--- config.mk ---
export PLATFORM = sky130hd
export DESIGN_NAME = bc_en_rc_dff_pipe
export DESIGN_NICKNAME = d
export VERILOG_FILES = /design/src/rtl/bc_en_rc_dff_pipe.sv
export SDC_FILE = /design/constraint.sdc
export NUM_CORES = 1
export LEC_CHECK = 0
export CORE_ASPECT_RATIO = 0.7
export CORE_MARGIN = 2
export CORE_UTILIZATION = 56
export DETAILED_ROUTE_END_ITERATION = 6
export PLACE_DENSITY = 0.84
export SLEW_MARGIN = 25
export SYNTH_ARGS = -nofsm -noshare
export SYNTH_HDL_FRONTEND = slang
export SYNTH_SLANG_ARGS = --single-unit
--- constraint.sdc ---
create_clock -name clk -period 6.7 [get_ports clk]
set_input_delay 1.005 -clock clk [delete_from_list [all_inputs] [get_ports clk]]
set_output_delay 1.005 -clock clk [all_outputs]
set_load 0.02 [all_outputs]
--- src/rtl/bc_en_rc_dff_pipe.sv ---
// bc_en_rc_dff_pipe: DEPTH-stage elastic register pipeline with valid/ready
// handshake on both sides, bubble collapsing, synchronous flush and an
// occupancy count. Stage 0 is the input side, stage DEPTH-1 drives oVld/oDat.
module bc_en_rc_dff_pipe #(
  parameter int               WIDTH    = 32,
  parameter int               DEPTH    = 3,
  parameter logic [WIDTH-1:0] INI_DATA = '0,
  parameter int               CW       = $clog2(DEPTH + 1)
) (
  input  logic             clk,
  input  logic             rst,
  input  logic             iFlush,
  input  logic             iVld,
  output logic             oRdy,
  input  logic [WIDTH-1:0] iDat,
  output logic             oVld,
  input  logic             iRdy,
  output logic [WIDTH-1:0] oDat,
  output logic [CW-1:0]    oCnt
);

  if (DEPTH < 1) begin : g_bad_depth
    $error("bc_en_rc_dff_pipe: DEPTH must be >= 1");
  end
  if (WIDTH < 1) begin : g_bad_width
    $error("bc_en_rc_dff_pipe: WIDTH must be >= 1");
  end

  logic [DEPTH-1:0] vld;
  logic [WIDTH-1:0] dat     [DEPTH];
  logic [CW-1:0]    cnt;
  logic [DEPTH:0]   pass;
  logic [DEPTH-1:0] src_vld;
  logic [WIDTH-1:0] src_dat [DEPTH];
  logic             in_xfer;
  logic             out_xfer;

  // Pass chain: a stage may load when it is empty or everything ahead moves.
  always_comb begin
    pass        = '0;
    pass[DEPTH] = iRdy;
    for (int k = DEPTH - 1; k >= 0; k--) begin
      pass[k] = !vld[k] || pass[k + 1];
    end
  end

  // Source of each stage: the upstream port for stage 0, the previous stage otherwise.
  always_comb begin
    src_vld[0] = iVld;
    src_dat[0] = iDat;
    for (int k = 1; k < DEPTH; k++) begin
      src_vld[k] = vld[k - 1];
      src_dat[k] = dat[k - 1];
    end
  end

  assign oRdy     = pass[0] && !iFlush;
  assign in_xfer  = iVld && oRdy;
  assign out_xfer = vld[DEPTH - 1] && iRdy && !iFlush;

  // ---- stage boundary: valid bits and occupancy count ----
  // Valid bits advance wherever the pass chain allows; flush and reset empty the pipe.
  always_ff @(posedge clk) begin
    if (rst || iFlush) begin
      vld <= '0;
      cnt <= '0;
    end else begin
      for (int k = 0; k < DEPTH; k++) begin
        if (pass[k]) vld[k] <= src_vld[k];
      end
      cnt <= cnt + CW'(in_xfer) - CW'(out_xfer);
    end
  end

  // ---- stage boundary: payload registers ----
  // Payload loads only from a valid source so idle stages do not toggle; flush keeps data.
  always_ff @(posedge clk) begin
    if (rst) begin
      for (int k = 0; k < DEPTH; k++) dat[k] <= INI_DATA;
    end else if (!iFlush) begin
      for (int k = 0; k < DEPTH; k++) begin
        if (pass[k] && src_vld[k]) dat[k] <= src_dat[k];
      end
    end
  end

  assign oVld = vld[DEPTH - 1];
  assign oDat = dat[DEPTH - 1];
  assign oCnt = cnt;

endmodule

==> impl_metrics.csv <==
group,metric,value,unit
outcome,status,"completed",
synthesis,synth.area.top_cells,"edfxtp_1, and3_1, buf_4",
floorplanning,dieWidth,107,um
setup_path,slowest_stage,"clkdlybuf4s50_1",
sta,fin_skew,0.00677,ns
global_route,grt_pass1_wl,10100,um
cts,cts_root_buffer,"clkbuf_8",
routing,num_vias,2067,
cts,cts_buffers,9,
setup_path,r2r_cells,9,
synthesis,synth_top_flop_cell,"edfxtp_1",
synthesis,yosysTopAreaCellShare,0.694,
synthesis,synth_top_family_by_area,"simple AND/OR/NAND/NOR gates",
power,p_comb_frac,0.083,
synthesis,ys_seq_area_frac,0.718,
synthesis,yosys.cell_count.top_type,"edfxtp_1",
global_route,first_global_vias,2001,
routing,wl_per_cell,14.8,um
cts,clock-sinks,101,
setup_path,max_stage_delay,0.66,ns
sta,hold_ws,0.550,ns
global_route,antenna_found_initial,0,
routing,drc_errors,0,
setup_path,crit_type,"in -> out",
floorplanning,initial_core_util,0.573,
layout,nFillCells,469,
placement,dp_hpwl,3910,um
cts,clk_latency,0.35,ns
layout,insertedDiodeCount,0,
synthesis,synth_compound_area_frac,0.0166,
power,p_sw,0.249,mW
power,switching_share,0.202,
synthesis,synth.distinct_cells,27,
setup_path,cp_max_fo,4,
min_path,worstHoldPathCells,1,
sta,hold_viol,0,
setup_path,cp-end-kind,"output pin",
layout,multiInputGateArea,792,um^2
power,p_seq_frac,0.598,
job,drv_cap,0,
power,p_int,0.980,mW
routing,routed_wl,6080,um
sta,finalCritPeriodShare,0.542,
sta,tns,0,ns
power,leakage,2.09,nW
floorplanning,core.rowCount,26,
synthesis,ys.warnings.count,0,
sta,drv_slew,0,
placement,port_buffers,72,
floorplanning,die_area,8140,um^2
synthesis,synth_edf_count,96,
routing,via_per_inst,5.02,
synthesis,yosys.area_share.simple,0.163,
cts,clockBufferDepth,2,
cts,htree_levels,3,
power,p_clk_frac,0.319,
synthesis,synth_fa_ha_area_frac,0.00602,
global_route,grt_start_max_net_pins,97,
cts,hold_buffers,0,
sta,fmax,0.275,GHz
placement,gp_congestion,0.769,
setup_path,path_common_cell,"clkdlybuf4s50_1",
min_path,hold_class,"reg -> reg",
cts,cts_tree,"built",
sta,rsz0062_at_grt,"no",
sta,timing.final.ws_setup,3.07,ns
power,ir_drop,0.000111,V
synthesis,ys_top_cells_by_count,"edfxtp_1, and3_1, buf_4",
synthesis,postSynthAreaPerCell,15.1,um^2
synthesis,synth_top_area_cell,"edfxtp_1",
setup_path,arrival,2.63,ns
cts,cts_setup_buffers,0,
synthesis,async_flop_share,0,
global_route,globalRouteTotalUtil,0.163,
sta,period_needed,3.63,ns
synthesis,synthMuxAreaShare,0,
layout,area_delta_synth_final,16.9,%
layout,final_util,0.670,
setup_path,required,5.69,ns
setup_path,worst_setup_path_start_kind,"input port",
cts,postCtsResizedCells,0,
routing,firstDrtPassIters,4,
sta,slew_headroom,0.467,
placement,place_ws,3.08,ns
layout,regArea,2980,um^2
power,p_per_area,253,nW/um^2
synthesis,synth_fp_nets,314,
synthesis,synthXorXnorAreaFrac,0.00421,
floorplanning,pin_count,73,
sta,tightest_slew,0.800,ns
synthesis,synth-seq-cells,101,
floorplanning,coreArea,7250,um^2
synthesis,syn-instance-count,275,
setup_path,crit_chain,"clkdlybuf4s50_1 -> and3b_4 -> a21oi_1 -> clkdlybuf4s50_1",
synthesis,synth_area,4160,um^2
routing,detail-route-antenna-nets,0,
sta,setup_viol,0,
floorplanning,fp.dieH,76.1,um
global_route,grt_overflow,0,
routing,first_iter_violations,162,
layout,drive_above_1_share,0.0892,
cts,clk_pin_slew,0.08,ns
layout,layout.nets,348,
[sequential cells by signal, summed over array words and instances, names as in the netlist]
name / flops
oCnt: 2
vld: 3
dat: 96
[layer usage]
| layer | global-route usage | share of wire |
|---|---|---|
| met4 | 0.0792 | 0.019 |
| met5 | 0 | 0 |
| met1 | 0.260 | 0.50 |
| met2 | 0.208 | 0.43 |
| met3 | 0.0376 | 0.050 |
[kinds of logic (layout without fill, tap and decap cells)]
family,Yosys count,count (layout)
simple gates,107,107
fa+ha+maj,2,2
buf+inv,55,94
xor+xnor,2,2
compound gates,8,8
flops,101,101
[layout by cell type, fill, tap and decap left out]
master,netlist,layout
clkinv_2,0,2
clkbuf_1,9,1
nor3_1,2,2
nor2_4,1,1
and2_1,1,1
ha_1,2,2
xor2_1,1,1
a21oi_1,2,2
and3_2,6,6
dfxtp_1,5,5
and3b_4,1,1
clkinv_1,0,2
inv_1,3,3
edfxtp_1,96,96
a21o_2,0,1
clkdlybuf4s50_1,0,72
clkbuf_8,0,9
a31o_2,1,1
o21a_1,2,2
bufinv_16,0,2
nand2_1,3,3
xnor2_1,1,1
o21bai_2,0,1
o22ai_4,1,1
buf_4,32,3
nor2_1,1,1
nor2b_1,1,1
and3_1,91,91
[per-stage QoR]
step                std cells  power [mW]  instance area [um^2]
floorplan                 275       0.818                  4160
global placement          396       0.848                  4650
detailed placement        396       0.852                  4650
CTS                       412        1.24                  4860
global route              412        1.28                  4860
finish                    412        1.23                  4860
[final cells by class]
cell class / count / share of cell area
flip-flops and latches: 101 / 0.614
multi-input cells: 119 / 0.163
repair buffers: 75 / 0.153
clock buffers: 10 / 0.0263
well taps: 98 / 0.0252
clock inverters: 6 / 0.0160
inverters: 3 / 0.00232
[power by group through the flow]
| stage | Clock, mW | Combinational [mW] | Sequential [mW] |
|---|---|---|---|
| 3_5_place_dp | 0 | 0.102 | 0.750 |
| 6_report | 0.392 | 0.102 | 0.735 |
| 4_1_cts | 0.400 | 0.102 | 0.736 |
| 2_1_floorplan | 0 | 0.0708 | 0.747 |
| 5_1_grt | 0.429 | 0.110 | 0.739 |
| 3_3_place_gp | 0 | 0.0996 | 0.749 |
[path summary, 6_finish.rpt]
| path | from | endpoint | slack, ns |
|---|---|---|---|
| min | dat[0][60] | dat[0][92] | 0.55 |
| max reg2reg | vld[1] | oCnt[1] | 4.74 |
| max | iRdy | oRdy | 3.07 |
| min reg2reg | dat[0][60] | dat[0][92] | 0.55 |
[critical path, delay by kind of cell]
kind | cells | cell delay [ns]
simple gates | 1 | 0.23
compound gates | 1 | 0.24
buf+inv | 2 | 1.15
No activity file was read; power rests on OpenSTA's default activity.
